==> config.mk <==
export PLATFORM = sky130hd
export DESIGN_NAME = control_unit
export DESIGN_NICKNAME = d
export VERILOG_FILES = /design/src/rtl/control_unit.sv
export SDC_FILE = /design/constraint.sdc
export NUM_CORES = 1
export LEC_CHECK = 0
export ABC_AREA = 1
export CAP_MARGIN = 20
export CORE_ASPECT_RATIO = 1.1
export CORE_MARGIN = 3
export CORE_UTILIZATION = 42
export CTS_CLUSTER_DIAMETER = 80
export CTS_CLUSTER_SIZE = 25
export DETAILED_ROUTE_END_ITERATION = 8
export PLACE_DENSITY_LB_ADDON = 0.15
export RECOVER_POWER = 50
export SYNTH_ARGS = -nofsm -noshare
export SYNTH_HDL_FRONTEND = slang
export SYNTH_SLANG_ARGS = --single-unit
==> constraint.sdc <==
create_clock -name clk -period 1.75 [get_ports clk]
set_input_delay 0.525 -clock clk [delete_from_list [all_inputs] [get_ports clk]]
set_output_delay 0.525 -clock clk [all_outputs]
set_load 0.005 [all_outputs]
==> src/rtl/control_unit.sv <==
// K-and-S processor sequencer.
// Package k_and_s_pkg: instruction decode enumeration shared with the datapath.
// Module control_unit: multi-cycle FSM driving the datapath control strobes and the RAM write strobe.
//   Inputs : clk, rst_n (async, active-low), decoded_instruction, zero_op, neg_op,
//            unsigned_overflow, signed_overflow (reserved, unused).
//   Outputs: branch, pc_enable, ir_enable, addr_sel, c_sel, operation[1:0],
//            write_reg_enable, flags_reg_enable, ram_write_enable, halt,
//            instr_count[CNT_W-1:0] (saturating count of retired instructions).

package k_and_s_pkg;

    localparam int unsigned INSTR_W = 4;
    localparam int unsigned ALU_OP_W = 2;

    typedef enum logic [INSTR_W-1:0] {
        I_NOP    = 4'd0,
        I_LOAD   = 4'd1,
        I_STORE  = 4'd2,
        I_MOVE   = 4'd3,
        I_ADD    = 4'd4,
        I_SUB    = 4'd5,
        I_AND    = 4'd6,
        I_OR     = 4'd7,
        I_BRANCH = 4'd8,
        I_BZERO  = 4'd9,
        I_BNZERO = 4'd10,
        I_BNEG   = 4'd11,
        I_BNNEG  = 4'd12,
        I_BOV    = 4'd13,
        I_BNOV   = 4'd14,
        I_HALT   = 4'd15
    } decoded_instruction_type;

    localparam logic [ALU_OP_W-1:0] ALU_ADD = 2'b00;
    localparam logic [ALU_OP_W-1:0] ALU_SUB = 2'b01;
    localparam logic [ALU_OP_W-1:0] ALU_AND = 2'b10;
    localparam logic [ALU_OP_W-1:0] ALU_OR  = 2'b11;

endpackage

module control_unit
    import k_and_s_pkg::*;
#(
    parameter int unsigned RAM_RD_LAT = 1,
    parameter int unsigned CNT_W      = 16
) (
    input  logic                    clk,
    input  logic                    rst_n,
    input  decoded_instruction_type decoded_instruction,
    input  logic                    zero_op,
    input  logic                    neg_op,
    input  logic                    unsigned_overflow,
    input  logic                    signed_overflow,
    output logic                    branch,
    output logic                    pc_enable,
    output logic                    ir_enable,
    output logic                    addr_sel,
    output logic                    c_sel,
    output logic [ALU_OP_W-1:0]     operation,
    output logic                    write_reg_enable,
    output logic                    flags_reg_enable,
    output logic                    ram_write_enable,
    output logic                    halt,
    output logic [CNT_W-1:0]        instr_count
);

    localparam int unsigned WAIT_W = 2;
    localparam logic [WAIT_W-1:0] LAST_WAIT = WAIT_W'(RAM_RD_LAT - 1);
    localparam logic [CNT_W-1:0]  CNT_MAX   = '1;

    typedef enum logic [2:0] {
        S_FETCH  = 3'd0,
        S_DECODE = 3'd1,
        S_ALU    = 3'd2,
        S_MOVE   = 3'd3,
        S_LOAD   = 3'd4,
        S_STORE  = 3'd5,
        S_BRANCH = 3'd6,
        S_HALT   = 3'd7
    } state_t;

    state_t              state_q, state_d;
    logic [WAIT_W-1:0]   wait_q, wait_d;
    logic [CNT_W-1:0]    cnt_q;
    logic                retire_c;
    logic                taken_c;
    logic                last_wait_c;

    // signed_overflow is reserved: no branch condition consumes it.
    logic unused_sovf;
    assign unused_sovf = signed_overflow;

    assign last_wait_c = (wait_q == LAST_WAIT);

    // Branch condition from the flags currently held in the flag register.
    always_comb begin
        taken_c = 1'b0;
        case (decoded_instruction)
            I_BRANCH: taken_c = 1'b1;
            I_BZERO:  taken_c = zero_op;
            I_BNZERO: taken_c = ~zero_op;
            I_BNEG:   taken_c = neg_op;
            I_BNNEG:  taken_c = ~neg_op;
            I_BOV:    taken_c = unsigned_overflow;
            I_BNOV:   taken_c = ~unsigned_overflow;
            default:  taken_c = 1'b0;
        endcase
    end

    // Next-state, wait counter and retire detection.
    always_comb begin
        state_d  = state_q;
        wait_d   = wait_q;
        retire_c = 1'b0;
        case (state_q)
            S_FETCH: begin
                if (last_wait_c) begin
                    state_d = S_DECODE;
                    wait_d  = '0;
                end else begin
                    wait_d = wait_q + WAIT_W'(1);
                end
            end
            S_DECODE: begin
                case (decoded_instruction)
                    I_ADD, I_SUB, I_AND, I_OR: state_d = S_ALU;
                    I_MOVE:                    state_d = S_MOVE;
                    I_LOAD:                    state_d = S_LOAD;
                    I_STORE:                   state_d = S_STORE;
                    I_BRANCH, I_BZERO, I_BNZERO, I_BNEG,
                    I_BNNEG, I_BOV, I_BNOV:    state_d = S_BRANCH;
                    I_HALT:                    state_d = S_HALT;
                    default: begin
                        // NOP completes here.
                        state_d  = S_FETCH;
                        retire_c = 1'b1;
                    end
                endcase
            end
            S_ALU, S_MOVE, S_STORE, S_BRANCH: begin
                state_d  = S_FETCH;
                retire_c = 1'b1;
            end
            S_LOAD: begin
                if (last_wait_c) begin
                    state_d  = S_FETCH;
                    wait_d   = '0;
                    retire_c = 1'b1;
                end else begin
                    wait_d = wait_q + WAIT_W'(1);
                end
            end
            S_HALT: state_d = S_HALT;
            default: begin
                state_d = S_FETCH;
                wait_d  = '0;
            end
        endcase
    end

    // State, wait counter and saturating retire counter.
    always_ff @(posedge clk or negedge rst_n) begin
        if (!rst_n) begin
            state_q <= S_FETCH;
            wait_q  <= '0;
            cnt_q   <= '0;
        end else begin
            state_q <= state_d;
            wait_q  <= wait_d;
            if (retire_c && (cnt_q != CNT_MAX)) begin
                cnt_q <= cnt_q + CNT_W'(1);
            end
        end
    end

    assign instr_count = cnt_q;

    logic                branch_c;
    logic                pc_enable_c;
    logic                ir_enable_c;
    logic                addr_sel_c;
    logic                c_sel_c;
    logic [ALU_OP_W-1:0] operation_c;
    logic                write_reg_enable_c;
    logic                flags_reg_enable_c;
    logic                ram_write_enable_c;
    logic                halt_c;

    // Moore decode of the strobes from the state registers (branch also uses flags).
    always_comb begin
        branch_c           = 1'b0;
        pc_enable_c        = 1'b0;
        ir_enable_c        = 1'b0;
        addr_sel_c         = 1'b0;
        c_sel_c            = 1'b0;
        operation_c        = ALU_ADD;
        write_reg_enable_c = 1'b0;
        flags_reg_enable_c = 1'b0;
        ram_write_enable_c = 1'b0;
        halt_c             = 1'b0;
        case (state_q)
            S_FETCH: begin
                ir_enable_c = last_wait_c;
            end
            S_DECODE: begin
                pc_enable_c = 1'b1;
            end
            S_ALU: begin
                case (decoded_instruction)
                    I_SUB:   operation_c = ALU_SUB;
                    I_AND:   operation_c = ALU_AND;
                    I_OR:    operation_c = ALU_OR;
                    default: operation_c = ALU_ADD;
                endcase
                c_sel_c            = 1'b1;
                write_reg_enable_c = 1'b1;
                flags_reg_enable_c = 1'b1;
            end
            S_MOVE: begin
                // Move is A|A through the ALU without touching the flags.
                operation_c        = ALU_OR;
                c_sel_c            = 1'b1;
                write_reg_enable_c = 1'b1;
            end
            S_LOAD: begin
                addr_sel_c         = 1'b1;
                write_reg_enable_c = last_wait_c;
            end
            S_STORE: begin
                addr_sel_c         = 1'b1;
                ram_write_enable_c = 1'b1;
            end
            S_BRANCH: begin
                // Not taken: PC already advanced in decode, so nothing to do.
                branch_c    = taken_c;
                pc_enable_c = taken_c;
                addr_sel_c  = taken_c;
            end
            S_HALT: begin
                halt_c = 1'b1;
            end
            default: ;
        endcase
    end

    // Reset forces every strobe low, even though the reset state decodes as a fetch.
    assign branch           = branch_c & rst_n;
    assign pc_enable        = pc_enable_c & rst_n;
    assign ir_enable        = ir_enable_c & rst_n;
    assign addr_sel         = addr_sel_c & rst_n;
    assign c_sel            = c_sel_c & rst_n;
    assign operation        = operation_c & {ALU_OP_W{rst_n}};
    assign write_reg_enable = write_reg_enable_c & rst_n;
    assign flags_reg_enable = flags_reg_enable_c & rst_n;
    assign ram_write_enable = ram_write_enable_c & rst_n;
    assign halt             = halt_c & rst_n;

    // IR capture, register write and RAM write are mutually exclusive.
    a_strobe_excl: assert property (@(posedge clk) disable iff (!rst_n)
        $onehot0({ir_enable, write_reg_enable, ram_write_enable}));

    // Flags are only captured alongside a register write.
    a_flags_with_wr: assert property (@(posedge clk) disable iff (!rst_n)
        flags_reg_enable |-> write_reg_enable);

endmodule

======== Word level (Yosys, flattened, before mapping) ========
Index checks and enable logic that the tools add are counted.
Widths: inputs -> output; s select.
storage, ports and cells
  register bits after elaboration ......... 21
  input bits .............................. 10
  output and inout port bits .............. 27
  word-level logic and storage cells ...... 74
operators by class
  add/subtract/negate cells ............... 2
  eq/ne operators ......................... 25
  mux-type cells .......................... 20
  bitwise logic cells ..................... 13
  reductions and logical operators ........ 11
operators with widths
  kind                   number
  $eq 4x4->1 const B     8
  $pmux 3 s6             1
  $add 16x1->16 const B  1
  $eq 4x3->1 const B     4
  $ne 16x16->1 const B   1
  $pmux 3 s5             1
  $reduce_or 15->1       1
  $eq 3x3->1 const B     4
  $and 1x1->1            9
  $eq 4x2->1 const B     2
  $mux 1                 8
  $reduce_or 4->1        2
  $pmux 1 s7             1
  $reduce_or 7->1        1
  $eq 3x2->1 const B     2
  $mux 3                 2
  $pmux 1 s2             3
  $pmux 2 s3             1
  $reduce_or 2->1        3
  $eq 4x1->1 const B     1
  $ne 2x2->1 const B     2
  $pmux 2 s2             1
  $eq 3x1->1 const B     1
  $logic_not 3->1        1
  other kinds (8)        10

======== Depth between registers and ports, before layout ========
Gate-level depths: netlist of the first run.
  depth in word-level cells ............... 5
  depth in mapped cells ................... 11
  depth with buffers taken out ............ 10

======== Worst setup path before layout of the first run ========
Ideal clock, no wire load.
  path kind ............................... register to output
  start ................................... register state_q[2]
  end ..................................... output operation[1]
  arrival time ............................ 0.988 ns
  required time ........................... 1.225 ns
  setup slack ............................. 0.237 ns
  stages on the path, launching flop included .. 6
  path buffers ............................ 0
  cells stage by stage .................... dfrtp_1 inv_1 nand2_1 nor2_1 inv_1 o21ai_0
between the ends
  cells in the longest elaborated chain, start to end .. 3
  elaborated cells between the ends (all ways) .. 4
  classes of those cells .................. 2 x eq/ne; 1 x mux; 1 x bitwise
ends and longest elaborated chain
  item                    RTL line  RTL
  from (decl)             82        state_t state_q, state_d;
  from (signal assigned)  168       state_q <= state_d;
  $eq 3x2->1              201       case (state_q)
  $pmux 2 s2 (*)          201
  $and 2x2->2 (*)         252       assign operation = operation_c & {ALU_OP_W{rst_n}};
  to (decl)               59        output logic [ALU_OP_W-1:0] operation,
Mark *: on every way between the ends. The rest lies on a longest branch, timed or not.

======== Final worst setup path of the first run ========
  start ................................... register state_q[2]
  end ..................................... output branch
between the ends
  cells in the longest elaborated chain, start to end .. 3
ends and longest elaborated chain
  item         RTL line  RTL
  $eq 3x3->1   201
  $mux 1       201
  $and 1x1->1  247       assign branch = branch_c & rst_n;
  to (decl)    54        output logic branch,
Every way passes these cells.

==> metrics.md, run 1 <==
| Metric | Value |
|---|---|
| Diode count | `0` |
| Required time of the critical path | `1.22 ns` |
| Post-synth EDFFs | `0` |
| Share of layout cells above drive strength 1 | `35.1%` |
| Crit-path cells | `inv_2, buf_4, nor3_4, nand3_2, inv_1, clkdlybuf4s15_2` |
| Min Tclk post-route | `1.97 ns` |
| CP arrival | `1.44 ns` |
| # rows | `22` |
| Synth Area per Inst | `6.42 um2` |
| Power Total | `794 uW` |
| #FFs+latches synth | `21` |
| Synthesis-to-finish area growth | `64.3%` |
| Die height | `69.2 um` |
| Largest net degree at the start of global routing | `14` |
| Number of buffers created by CTS | `3` |
| Cell Area, Synth | `1520 um2` |
| Clock Skews | `0.00785 ns` |
| Element type at the critical path end | `output pin` |
| Kind of cell adding the most delay to the critical path | `buffers and inverters` |
| Final Setup Violations | `11` |
| Die X-Extent | `63.4 um` |
| Worst vdd ir | `0.245 mV` |
| Antenna Nets Post-Route | `0` |
| FF-to-FF path depth | `11` |
| Yosys top cell area share | `34.5%` |
| Netlist cell types | `21` |
| Fill cells | `295` |
| Clk_lat worst skew | `0.30 ns` |
| Slew of the pin with the lowest slew margin | `0.720 ns` |
| Number of cells on the critical path | `6` |
| Slowest CP cell | `dfrtp_1` |
| Routed length per placed instance | `11.8 um` |
| Most frequent cell after synthesis | `nand2_1` |
| Final HPWL DP | `2940 um` |
| Max Fclk | `508 MHz` |
| WP buf/inv | `4` |
| CTS Buffer Depth | `2` |
| Syn. warnings | `0` |
| Initial antenna violation count | `0` |
| Final Hold Vio Count | `0` |
| Synth top area cells | `dfrtp_1, nand2_1, inv_1` |
| Mapped Cells | `237` |
| Clock slew at reported path FFs | `0.12 ns` |
| Root Driver | `clkbuf_4` |
| Tcrit/Tclk final | `113%` |
| Final Wtd Congestion | `0.841` |
| Vias per cell | `4.68` |
| Global-route usage over all layers | `20.0%` |
| Pwr/cell area | `317 nW/um2` |
| Status | `finished with violations` |
| Crit-path max FO | `4` |
| Most used DFF post-synth | `dfrtp_1` |
| Total vias in the final route | `1796` |
| Hold WC Path Type | `in2async` |
| Pleak | `0.00146 uW` |
| # DRC | `0` |
| Detailed Route Iter0 Violations | `69` |
| Core ar. | `3410 um2` |
| Initial cell density of the core | `44.6%` |
| Vias in the first global route | `1723` |
| H-tree depth | `1` |
| CP Class | `reg2out` |
| Register area share after synthesis | `34.5%` |
| First-pass DRT Iterations | `4` |
| Drt total wl | `4530 um` |
| Die area | `4380 um2` |
| Commonest cells in the netlist | `nand2_1, inv_1, nor2_1, dfrtp_1, nand3_1` |
| Final setup margin | `-0.219 ns` |
| Layout Nets | `350` |
| CP peak stage delay | `0.39 ns` |
| Failing checks | `setup timing` |
| Post-synth top area cell | `dfrtp_1` |
| Crit start category | `register` |
| CTS tree | `built` |
| Slew headroom | `52.0%` |
| Syn_nets | `250` |
| FFs w/ async S/R, synth | `100%` |
| Max Transition Viols Final | `0` |
| Port Buffer Count | `35` |
| Sink Count | `21` |
| Hold_buf cts | `0` |
| Gr ovfl total | `0` |
| First-pass GRT wire length | `7090 um` |
| # IOs | `37` |
| Max Cap Viol | `0` |
| RSZ-0062 raised after global routing | `true` |
| Hold slack | `0.339 ns` |
[where the power goes]
| group | switching, uW | internal (uW) | leakage [uW] |
|---|---|---|---|
| Sequential | 0 | 485 | 0.000271 |
| Combinational | 42.8 | 30.2 | 0.00118 |
| Clock | 147 | 88.7 | 0.0000150 |
| Total | 190 | 604 | 0.00146 |
[metal layers]
metal  part of all wire [%]  track usage [%]  vias to the layer above
met5                      0                0                        -
met4                    1.7             8.87                        0
met3                    3.3             2.77                        8
met2                     53             37.1                       39
met1                     42             22.1                      807
li1                       -                -                      942
[cell families after synthesis]
| group | after synthesis | share of synthesized area, % |
|---|---|---|
| AND/OR/NAND/NOR | 156 | 43.2 |
| adder cells (fa/ha/maj) | 3 | 2.47 |
| buffers and inverters | 33 | 9.94 |
| flip-flops | 21 | 34.5 |
| XOR/XNOR | 7 | 4.03 |
| AO/OA/AOI/OAI | 17 | 5.83 |
[registers in the layout, indices dropped and copies added (netlist names)]
signal / count
instr_count: 16
state_q: 3
wait_q: 2
[what timing repair did]
action,4_1_cts,5_1_grt
resized for setup,84,40
pin swaps,13,11
buffers inserted,27,8
endpoints found under the hold margin,0,0
setup endpoints to repair,24,40
[stage by stage]
step,util (%),cell area [um2],cells,worst slack (ns),TNS [ns]
global route,73.3,2500,384,-0.315,-3.89
floorplan,-,1520,237,0.237,0
detailed placement,62.3,2130,348,-0.826,-11.47
global placement,62.3,2130,348,-0.805,-11.48
finish,73.3,2500,384,-0.219,-1.65
CTS,69.3,2360,378,-0.211,-1.55
[layout make-up]
class | count | area (um2) | share of cell area (%)
clock buffers | 4 | 26.3 | 1.05
inverters | 30 | 118 | 4.70
multi-input cells | 183 | 965 | 38.6
flip-flops and latches | 21 | 532 | 21.3
well taps | 48 | 60.1 | 2.40
repair buffers | 98 | 801 | 32.0
[cell usage in the layout, fill, tap and decap left out, types with 2 or more instances in the layout]
cell type        synthesis  final
a21oi_2                  0      2
buf_2                    0     10
buf_4                    1     56
buf_6                    1      5
clkbuf_1                 0      3
clkbuf_2                 0      2
clkbuf_4                 0      3
clkdlybuf4s15_1          0      2
clkdlybuf4s15_2          0      2
clkdlybuf4s25_1          0      2
clkdlybuf4s50_1          0      3
dfrtp_1                 21     16
dfrtp_2                  0      5
dlygate4sd2_1            0      3
dlymetal6s2s_1           0     11
ha_1                     3      3
inv_1                   28     24
inv_2                    2      5
nand2_1                100     92
nand2_2                  1      6
nand2_4                  0      3
nand3_1                 17     12
nand3_2                  0      5
nand4_1                  7      7
nor2_1                  26     18
nor2_2                   0      5
nor2_4                   2      5
o21ai_0                 12      9
o21ai_1                  0      3
xnor2_1                  6      6
[path summary, 6_finish.rpt]
check	startpoint	to	slack (ns)
worst min-delay path	rst_n	state_q[1]$_DFFE_PN0P_	0.34
worst min register to register	wait_q[1]$_DFFE_PN0P_	wait_q[1]$_DFFE_PN0P_	0.60
worst max register to register	state_q[0]$_DFFE_PN0P_	instr_count[2]$_DFFE_PN0P_	0.02
max in group asynchronous	rst_n	instr_count[4]$_DFFE_PN0P_	0.73
worst max-delay path	state_q[2]$_DFFE_PN0P_	branch	-0.22
min in group clk	wait_q[1]$_DFFE_PN0P_	wait_q[1]$_DFFE_PN0P_	0.60
[worst reg2reg max path, stage by stage (launching register included)]
cell      delay [ns]
dfrtp_1         0.43
buf_4           0.15
buf_6           0.12
nor2_4          0.10
clkbuf_1        0.24
nand2_2         0.09
nand2_2         0.09
nand3_2         0.08
nand2_4         0.12
buf_4           0.14
nand2_1         0.05
o21ai_0         0.06
No activity file was read; power rests on OpenSTA's default activity.
==> inputs of run 2 (changes only) <==
--- a/config.mk
+++ b/config.mk
@@ -10,7 +10,7 @@
 export CORE_ASPECT_RATIO = 1.1
 export CORE_MARGIN = 3
 export CORE_UTILIZATION = 42
-export CTS_CLUSTER_DIAMETER = 80
+export CTS_CLUSTER_DIAMETER = 50
 export CTS_CLUSTER_SIZE = 25
 export DETAILED_ROUTE_END_ITERATION = 8
 export PLACE_DENSITY_LB_ADDON = 0.15
==> results of run 2 <==
Final layout, timing and power as in run 1 (identical DEF).
